`config.mk`:
```
export PLATFORM = sky130hd
export DESIGN_NAME = high_pass_filter_flat
export DESIGN_NICKNAME = d
export VERILOG_FILES = /design/src/rtl/audio_pkg.sv /design/src/rtl/high_pass_filter_if.sv /design/src/rtl/seq_mult_s18u8.sv /design/src/rtl/high_pass_filter.sv /design/src/flat_wrapper.sv
export SDC_FILE = /design/constraint.sdc
export NUM_CORES = 1
export LEC_CHECK = 0
export CAP_MARGIN = 15
export CORE_ASPECT_RATIO = 0.8
export CORE_MARGIN = 10
export CORE_UTILIZATION = 40
export CTS_BUF_LIST = sky130_fd_sc_hd__clkbuf_8
export DETAILED_ROUTE_END_ITERATION = 10
export GPL_TIMING_DRIVEN = 0
export HOLD_SLACK_MARGIN = 0.03
export PLACE_DENSITY_LB_ADDON = 0.1
export RECOVER_POWER = 50
export SLEW_MARGIN = 20
export SYNTH_ARGS = -nofsm -noshare
export SYNTH_HDL_FRONTEND = slang
export SYNTH_SLANG_ARGS = --single-unit
```
`constraint.sdc`:
```
create_clock -name clk -period 6.6 [get_ports clk]
set_clock_uncertainty 0.15 [all_clocks]
set_input_delay 1.65 -clock clk [delete_from_list [all_inputs] [get_ports clk]]
set_output_delay 1.65 -clock clk [all_outputs]
set_load 0.03 [all_outputs]
```
`src/rtl/audio_pkg.sv`:
```
// Shared types and constants for the 8-bit audio sample path (filters, mixer).
// Also holds the saturation helper used when narrowing accumulator results.
package audio_pkg;

    typedef logic signed [7:0]  sample_t;
    typedef logic signed [15:0] hist_t;
    typedef logic signed [17:0] diff_t;
    typedef logic signed [25:0] acc_t;

    localparam int SAMPLE_MAX = 127;
    localparam int SAMPLE_MIN = -128;
    localparam int HIST_MAX   = 32767;
    localparam int HIST_MIN   = -32768;
    localparam int Q_FRAC     = 7;

    typedef enum logic [1:0] {
        IDLE = 2'd0,
        MUL  = 2'd1,
        SAT  = 2'd2,
        OUT  = 2'd3
    } hp_state_t;

    function automatic acc_t clamp_acc(input acc_t v, input acc_t lo, input acc_t hi);
        if (v > hi) begin
            return hi;
        end
        if (v < lo) begin
            return lo;
        end
        return v;
    endfunction

endpackage

```
`src/rtl/high_pass_filter_if.sv`:
```
// Sample stream bundle for the high-pass stage: one input channel, one output channel.
interface high_pass_filter_if;
    import audio_pkg::*;

    // Both channels: a transfer happens on a rising clk edge where valid and ready
    // are both 1; the producer holds data and valid stable until that edge, and
    // valid never depends combinationally on ready.
    sample_t x_in;
    logic    in_valid;
    logic    in_ready;
    sample_t y_out;
    logic    out_valid;
    logic    out_ready;

    modport master (
        output x_in,
        output in_valid,
        input  in_ready,
        input  y_out,
        input  out_valid,
        output out_ready
    );

    modport slave (
        input  x_in,
        input  in_valid,
        output in_ready,
        output y_out,
        output out_valid,
        input  out_ready
    );

endinterface

```
`src/rtl/seq_mult_s18u8.sv`:
```
// 8-cycle LSB-first shift-add multiplier: signed 18-bit operand times unsigned 8-bit.
// done is high during the cycle whose closing edge adds the last partial product.
module seq_mult_s18u8
    import audio_pkg::*;
(
    input  logic       clk,
    input  logic       rst_n,
    input  logic       start,
    input  diff_t      a,
    input  logic [7:0] b,
    output logic       done,
    output acc_t       product
);

    logic       running_q, running_d;
    logic [2:0] cnt_q, cnt_d;
    diff_t      a_q, a_d;
    logic [7:0] b_q, b_d;
    acc_t       acc_q, acc_d;
    acc_t       partial;

    always_comb begin
        running_d = running_q;
        cnt_d     = cnt_q;
        a_d       = a_q;
        b_d       = b_q;
        acc_d     = acc_q;
        partial   = acc_t'(a_q) <<< cnt_q;
        if (start && !running_q) begin
            running_d = 1'b1;
            cnt_d     = 3'd0;
            a_d       = a;
            b_d       = b;
            acc_d     = '0;
        end else if (running_q) begin
            if (b_q[cnt_q]) begin
                acc_d = acc_q + partial;
            end
            cnt_d = cnt_q + 3'd1;
            if (cnt_q == 3'd7) begin
                running_d = 1'b0;
            end
        end
    end

    always_ff @(posedge clk or negedge rst_n) begin
        if (!rst_n) begin
            running_q <= 1'b0;
            cnt_q     <= 3'd0;
            a_q       <= '0;
            b_q       <= '0;
            acc_q     <= '0;
        end else begin
            running_q <= running_d;
            cnt_q     <= cnt_d;
            a_q       <= a_d;
            b_q       <= b_d;
            acc_q     <= acc_d;
        end
    end

    assign done    = running_q && (cnt_q == 3'd7);
    assign product = acc_q;

endmodule

```
`src/rtl/high_pass_filter.sv`:
```
// First-order IIR high-pass: y[n] = ALPHA*(y[n-1] + x[n] - x[n-1]) >>> FRAC_W,
// one sample in flight, output clipped to 8 bits with a saturating clip counter.
module high_pass_filter
    import audio_pkg::*;
#(
    parameter int unsigned ALPHA  = 115,
    parameter int unsigned FRAC_W = Q_FRAC
) (
    input  logic               clk,
    input  logic               rst_n,
    input  logic               hp_en,
    high_pass_filter_if.slave  bus,
    output logic [7:0]         sat_count,
    output hp_state_t          state_dbg
);

    hp_state_t  state_q, state_d;
    hist_t      y_prev_q, y_prev_d;
    sample_t    x_prev_q, x_prev_d;
    sample_t    y_out_q, y_out_d;
    logic       out_valid_q, out_valid_d;
    logic [7:0] sat_q, sat_d;

    logic    in_ready_w;
    logic    accept;
    logic    mul_start;
    logic    mul_done;
    diff_t   diff;
    acc_t    mul_product;
    acc_t    shifted;
    acc_t    clip_hist;
    acc_t    clip_sample;
    logic    clipped8;

    // Gating with rst_n keeps in_ready low for the whole reset, not just after it.
    assign in_ready_w = rst_n && hp_en && (state_q == IDLE);
    assign accept     = in_ready_w && bus.in_valid;

    // 18 bits holds any y_prev (16b) plus an 8-bit difference without wrapping.
    assign diff = diff_t'(y_prev_q) + diff_t'(bus.x_in) - diff_t'(x_prev_q);

    seq_mult_s18u8 u_mult (
        .clk     (clk),
        .rst_n   (rst_n),
        .start   (mul_start),
        .a       (diff),
        .b       (8'(ALPHA)),
        .done    (mul_done),
        .product (mul_product)
    );

    assign shifted     = mul_product >>> FRAC_W;
    assign clip_hist   = clamp_acc(shifted, acc_t'(HIST_MIN), acc_t'(HIST_MAX));
    assign clip_sample = clamp_acc(shifted, acc_t'(SAMPLE_MIN), acc_t'(SAMPLE_MAX));
    assign clipped8    = (clip_sample != shifted);

    always_comb begin
        state_d     = state_q;
        y_prev_d    = y_prev_q;
        x_prev_d    = x_prev_q;
        y_out_d     = y_out_q;
        out_valid_d = out_valid_q;
        sat_d       = sat_q;
        mul_start   = 1'b0;
        case (state_q)
            IDLE: begin
                if (accept) begin
                    mul_start = 1'b1;
                    x_prev_d  = bus.x_in;
                    state_d   = MUL;
                end
            end
            MUL: begin
                if (mul_done) begin
                    state_d = SAT;
                end
            end
            SAT: begin
                // History keeps 16 bits of headroom; only the output is clipped to 8.
                y_prev_d    = hist_t'(clip_hist);
                y_out_d     = sample_t'(clip_sample);
                if (clipped8 && (sat_q != 8'hFF)) begin
                    sat_d = sat_q + 8'd1;
                end
                out_valid_d = 1'b1;
                state_d     = OUT;
            end
            OUT: begin
                if (out_valid_q && bus.out_ready) begin
                    out_valid_d = 1'b0;
                    state_d     = IDLE;
                end
            end
            default: begin
                state_d = IDLE;
            end
        endcase
    end

    always_ff @(posedge clk or negedge rst_n) begin
        if (!rst_n) begin
            state_q     <= IDLE;
            y_prev_q    <= '0;
            x_prev_q    <= '0;
            y_out_q     <= '0;
            out_valid_q <= 1'b0;
            sat_q       <= '0;
        end else begin
            state_q     <= state_d;
            y_prev_q    <= y_prev_d;
            x_prev_q    <= x_prev_d;
            y_out_q     <= y_out_d;
            out_valid_q <= out_valid_d;
            sat_q       <= sat_d;
        end
    end

    assign bus.in_ready  = in_ready_w;
    assign bus.y_out     = y_out_q;
    assign bus.out_valid = out_valid_q;
    assign sat_count     = sat_q;
    assign state_dbg     = state_q;

endmodule

```
`src/flat_wrapper.sv`:
```
// flat-port wrapper written by rule: the top's interface ports become plain ports
module high_pass_filter_flat import audio_pkg::*;
#(
    parameter int unsigned ALPHA  = 115,
    parameter int unsigned FRAC_W = Q_FRAC
)
  (clk, rst_n, hp_en, sat_count, state_dbg, bus_x_in, bus_in_valid, bus_in_ready, bus_y_out, bus_out_valid, bus_out_ready);
  high_pass_filter_if bus_i ();
  input  logic clk;
  input  logic rst_n;
  input  logic hp_en;
  output logic [7:0] sat_count;
  output hp_state_t state_dbg;
  input wire logic [$bits(bus_i.x_in)-1:0] bus_x_in;
  input wire logic [$bits(bus_i.in_valid)-1:0] bus_in_valid;
  output wire logic [$bits(bus_i.in_ready)-1:0] bus_in_ready;
  output wire logic [$bits(bus_i.y_out)-1:0] bus_y_out;
  output wire logic [$bits(bus_i.out_valid)-1:0] bus_out_valid;
  input wire logic [$bits(bus_i.out_ready)-1:0] bus_out_ready;
  assign bus_i.x_in = bus_x_in;
  assign bus_i.in_valid = bus_in_valid;
  assign bus_in_ready = bus_i.in_ready;
  assign bus_y_out = bus_i.y_out;
  assign bus_out_valid = bus_i.out_valid;
  assign bus_i.out_ready = bus_out_ready;
  high_pass_filter #(.ALPHA(ALPHA), .FRAC_W(FRAC_W)) u_core (.clk(clk), .rst_n(rst_n), .hp_en(hp_en), .bus(bus_i), .sat_count(sat_count), .state_dbg(state_dbg));
endmodule
```
==> results of run 1 <==
-- state kept, by name, summed over array words and instances, names as in the netlist, 2 cells and up --
register	flops
u_core.bus.y_out	8
u_core.u_mult.product	26
u_core.x_prev_q	8
u_core.sat_count	8
u_core.state_dbg	2
u_core.u_mult.a_q	18
u_core.y_prev_q	16
u_core.u_mult.cnt_q	3
-- metal layers --
layer  track usage [%]  vias up  wire length (µm)
li1                  -     2763                 -
met1              23.8     2736              9090
met2              24.8      111              7860
met3              3.17       17               845
met4              4.52        0               250
met5                 0        -                 0
-- layout make-up --
type / instances / area [µm²] / area share, %
multi-input combinational: 569 / 4040 / 53.5
sequential: 92 / 2300 / 30.5
timing repair buffer: 33 / 325 / 4.31
inverter: 76 / 285 / 3.78
tap: 220 / 275 / 3.64
clock buffer: 9 / 124 / 1.64
buffer: 30 / 120 / 1.59
clock inverter: 7 / 81.3 / 1.08
-- placed cells by master, fill, tap and decap left out, types with 9 or more instances in the layout --
master / n
a21o_1: 19
xor2_1: 21
nand2b_1: 12
fa_1: 17
nor3_1: 15
clkbuf_1: 26
mux2_2: 14
clkbuf_8: 9
o31ai_1: 9
a21oi_1: 35
o21a_1: 11
xnor2_1: 15
nor2_1: 50
inv_1: 74
o21ai_1: 15
ha_1: 51
dfrtp_1: 92
mux2i_1: 14
o22ai_1: 17
clkdlybuf4s50_1: 30
nand3_1: 31
o21ai_0: 64
nand2_1: 81
-- cell families after synthesis --
logic type,count (synthesis)
compound gates,212
xor+xnor,36
fa+ha+maj,68
buf+inv,106
flops,92
mux,31
simple gates,222
-- worst min-delay path by stage --
stage / startpoint / endpoint / slack [ns] / depth (start not counted)
final: u_core.sat_count[7] / u_core.sat_count[7] / 0.36 / 1
after global routing: u_core.sat_count[6] / u_core.sat_count[6] / 0.38 / 1
after floorplan: u_core.u_mult.a_q[10] / u_core.u_mult.a_q[10] / 0.31 / 2
after global placement: u_core.sat_count[7] / u_core.sat_count[7] / 0.33 / 1
after detailed placement: u_core.sat_count[7] / u_core.sat_count[7] / 0.34 / 1
after CTS: u_core.sat_count[7] / u_core.sat_count[7] / 0.35 / 1
-- per-stage QoR --
stage                     TNS, ns  hold WS [ns]  instance area, µm²  cells
after floorplan                 0         0.311                6750    767
after global placement     -39.46         0.330                7340   1019
after detailed placement        0         0.340                7370   1020
after CTS                       0         0.355                7580   1036
after global routing            0         0.376                7550   1036
final                           0         0.357                7550   1036
==> results.toml, run 1 <==
[floorplanning]
core_area_um2 = 16600
io_pins = 33
die_area_um2 = 22500
die_h_um = 136
die_w_um = 165
initial_core_util_pct = 40.8
rows = 42

[timing]
maxSlewViolCount = 51
period_minus_slack_ns = 4.91
max_slew_margin_pct = -90.7
hold_violations = 0
rsz0062_at_grt = "false"
worstMarginPinSlew_ns = 2.86
fin_crit_sh_pct = 74.5
setup_ws_ns = 1.69
setup_violations = 0
fmax_mhz = 203

[synthesis]
synth_adder_area_share_pct = 14.5
synth-simple-area-share_pct = 15.3
synth.most_common_cell = "dfrtp_1"
netlist_top_cells_count = "92 x dfrtp_1, 81 x nand2_1, 74 x inv_1, 64 x o21ai_0, 51 x ha_1"
syn_area_per_cell_um2 = 8.80
synth_top_family_by_area = "compound AO/OA/AOI/OAI gates"
synthCells = 767
synth_xor_area_share_pct = 4.67
synth_area_leaders = "dfrtp_1 34%, ha_1 9.5%, fa_1 5.0%"
async_flop_share_pct = 100
synth_top_area_share_pct = 34.1
yosysSeqAreaShare_pct = 34.1
synthesis.nets = 848
synthMuxAreaShare_pct = 5.41
synth_ff_type = "dfrtp_1"
synth.largest_area_cell = "dfrtp_1"
syn-cell-area_um2 = 6750
ys_types = 65
synth_edf_count = 0
synth-seq-cells = 92
synth_compound_area_share_pct = 20.0
synth_warnings = 0

[critical_path]
reg2reg_to = "u_core.u_mult.product[25]"
worstPathMaxFanout = 10
worst-path-buf-inv = 4
worstSetupPathType = "primary input to flop"
worstSetupEndpointType = "flop"
crit_start = "bus_x_in[7]"
r2r_cells = 17
path_cells = "clkdlybuf4s50_1 > inv_1 > fa_1 > inv_1 > ha_1 > a21o_1 > a21o_1 > a21oi_1 > inv_2 > a21oi_1 > a21boi_1 > o211a_1 > o21a_1 > o31ai_1"
cp_slowest_cell = "fa_1"
r2r_slack_ns = 1.83
crit_family = "compound AO/OA/AOI/OAI gates"
slowest_delay_ns = 0.63
start_kind = "primary input"
cp-endpoint = "u_core.u_mult.a_q[16]"
required_ns = 6.74
r2r_start = "u_core.u_mult.cnt_q[1]"
arrival_ns = 5.06
path_depth = 14

[global_routing]
grt_overflow_total = 0
grt_pass1_wl_mm = 29.5
grt_pass1_vias = 5495
antenna_found_initial = 0
grt_max_degree = 51
grtUsageTotal_pct = 16.6

[outcome]
violations = "capacitance limit, slew limit"
status = "finished, violations left"

[clocking]
cts_setup_buffers = 0
cts-root-buf = "clkbuf_8"
clk_pin_slew_ns = 0.10
numClockSinks = 92
numCtsBuffers = 9
cts_max_level = 3
cts_tree = "done"
ctsHoldBuffers = 0
cts_buffer_depth = 2
insertion_delay_ns = 0.38
cts_resized = 0

[routing]
antenna_left = 0
vias_per_cell = 5.43
vias = 5627
route.detailed.drc = 0
finalWirelength_mm = 18.0
first_pass_iters = 6
routedWlPerCell_um = 17.4
drt_iter0_markers = 401

[layout]
fillers = 1614
drive_gt1_share_pct = 6.74
layout.nets = 892
n_antenna_cell = 0
syn_to_final_growth_pct = 11.9
utilization_pct = 45.6

[place]
hpwl_mm = 14.2
port_buffers = 32
place_ws_ns = 1.27
gp_congestion = 0.936

[hold_path]
min_path_type = "flop to flop"

[run]
drv_cap = 1
Power of run 1 is left out: the tool's default activity adds up to more than one toggle a clock period on the data nets, which glitch-free logic cannot reach.
==> run 2: changes to the inputs <==
==> constraint.sdc (replaced) <==
create_clock -name clk -period 4.8 [get_ports clk]
set_clock_uncertainty 0.15 [all_clocks]
set_input_delay 1.2 -clock clk [delete_from_list [all_inputs] [get_ports clk]]
set_output_delay 1.2 -clock clk [all_outputs]
set_load 0.03 [all_outputs]
==> run 2 against run 1 <==
  * The run still ends with capacitance limit, slew limit left
  * First-iteration DRC count decreased by 2.7%
  * Final cell count is the same
  * Worst hold slack did not move
  * Largest cell class unchanged
  * Highest routed layer unchanged
==> results.toml, run 2 (same netlist as run 1, synthesis figures left out) <==
[outcome]
status = "finished, violations left"
violations = "capacitance limit, slew limit"

[place]
gp_congestion = 0.936
hpwl_mm = 14.2
port_buffers = 32

[critical_path]
worstPathMaxFanout = 10
worstSetupEndpointType = "flop"
required_ns = 4.94
start_kind = "primary input"
arrival_ns = 4.61
worstSetupPathType = "primary input to flop"

[routing]
antenna_left = 0
routedWlPerCell_um = 17.4
first_pass_iters = 5
finalWirelength_mm = 18.1
drt_iter0_markers = 390
vias = 5612
route.detailed.drc = 0
vias_per_cell = 5.42

[hold_path]
min_path_type = "flop to flop"

[timing]
setup_violations = 0
fin_crit_sh_pct = 93.0
worstMarginPinSlew_ns = 2.86
timing.hold.ws_ns = 0.357
max_slew_margin_pct = -90.8
period_minus_slack_ns = 4.46
maxSlewViolCount = 51
hold_violations = 0
fmax_mhz = 224
rsz0062_at_grt = "false"

[floorplanning]
die_area_um2 = 22500
initial_core_util_pct = 40.8
die_h_um = 136
core_area_um2 = 16600
io_pins = 33
die_w_um = 165
rows = 42

[clocking]
cts-root-buf = "clkbuf_8"
numClockSinks = 92
cts_setup_buffers = 0
clk_pin_slew_ns = 0.10
cts_max_level = 3
cts_buffer_depth = 2
numCtsBuffers = 9
cts_tree = "done"
insertion_delay_ns = 0.38

[global_routing]
grt-busiest-layer = "met2"
grtUsageTotal_pct = 16.6
gr-usage-met1_pct = 23.8
use_met3_pct = 3.17
grt_pass1_wl_mm = 29.5
grt_pass1_vias = 5495
grt_max_degree = 51
antenna_found_initial = 0
grt_overflow_total = 0
grt_util_met2_pct = 24.8

[layout]
final_common_cell = "dfrtp_1"
fillers = 1610
n_antenna_cell = 0
largest_reg_flops = 26
syn_to_final_growth_pct = 12.0
layout_common_cells = "92 x dfrtp_1, 81 x nand2_1, 74 x inv_1"
layout.nets = 892
drive_gt1_share_pct = 7.11

[run]
drv_cap = 1
run 2: cell types whose count changed in the layout (fill, tap and decap cells not counted):
cell / before / now
clkbuf_2: 0 / 3
dlygate4sd3_1: 1 / 0
clkbuf_1: 26 / 23
buf_2: 3 / 2
clkdlybuf4s50_1: 30 / 31
clkbuf_4: 0 / 1
run 2: final cells by class:
cell class	instances	area, µm²	area share (%)
flip-flops and latches	92	2300	30.4
clock buffers	9	124	1.64
plain buffers	30	126	1.67
repair buffers	33	325	4.30
clock inverters	7	81.3	1.08
inverters	76	285	3.77
multi-input cells	569	4040	53.5
well taps	220	275	3.64
run 2: through the flow:
step | utilization (%) | cell area, µm² | setup TNS [ns] | setup WS, ns | instances
5_1_grt | 45.7 | 7560 | 0 | 0.0122 | 1036
2_1_floorplan | - | 6750 | 0 | 0.733 | 767
3_3_place_gp | 44.4 | 7340 | -229.33 | -2.65 | 1019
3_5_place_dp | 44.5 | 7370 | -0.103 | -0.0780 | 1020
6_report | 45.7 | 7560 | 0 | 0.335 | 1036
4_1_cts | 45.8 | 7580 | 0 | 0.0362 | 1036
run 2: critical path, stage by stage:
cell and delay (ns):
clkdlybuf4s50_1 0.45, inv_1 0.28, fa_1 0.63, inv_1 0.04, ha_1 0.35, a21o_1 0.20, a21o_1 0.17, a21oi_1 0.24
inv_2 0.04, a21oi_1 0.19, a21boi_1 0.16, o211a_1 0.25, o21a_1 0.17, o31ai_1 0.22
run 2: path summary, 6_finish.rpt:
kind,from,end,slack (ns),cells after the start
min,u_core.sat_count[7],u_core.sat_count[7],0.36,1
max in group asynchronous,rst_n,u_core.y_prev_q[14],0.88,2
max,bus_x_in[7],u_core.u_mult.a_q[16],0.34,14
min in group asynchronous,rst_n,u_core.sat_count[5],0.57,1
max reg2reg,u_core.u_mult.cnt_q[1],u_core.u_mult.product[25],0.43,17
min reg2reg,u_core.sat_count[7],u_core.sat_count[7],0.36,1
run 2: metal layers:
metal / vias to the layer above / part of all wire (%)
met5: - / 0
met4: 0 / 1.3
met3: 15 / 4.7
met2: 107 / 44
met1: 2727 / 50
li1: 2763 / -
run 2: repair_timing:
action	CTS	global route
endpoints found under the setup margin	0	6
endpoints found under the hold margin	0	0
gates resized for setup	0	7
hold buffers	0	0
Power of run 2 is left out for the same reason.
==> run 3: changes to the inputs <==
--- a/config.mk
+++ b/config.mk
@@ -10,11 +10,13 @@
 export CORE_MARGIN = 10
 export CORE_UTILIZATION = 40
 export CTS_BUF_LIST = sky130_fd_sc_hd__clkbuf_8
+export CTS_CLUSTER_DIAMETER = 80
 export DETAILED_ROUTE_END_ITERATION = 10
 export GPL_TIMING_DRIVEN = 0
 export HOLD_SLACK_MARGIN = 0.03
 export PLACE_DENSITY_LB_ADDON = 0.1
 export RECOVER_POWER = 50
+export SKIP_LAST_GASP = 1
 export SLEW_MARGIN = 20
 export SYNTH_ARGS = -nofsm -noshare
 export SYNTH_HDL_FRONTEND = slang
==> results of run 3 <==
Same layout as run 2: the final DEF is identical, and so are final timing and power.
Power of run 3 is left out for the same reason.
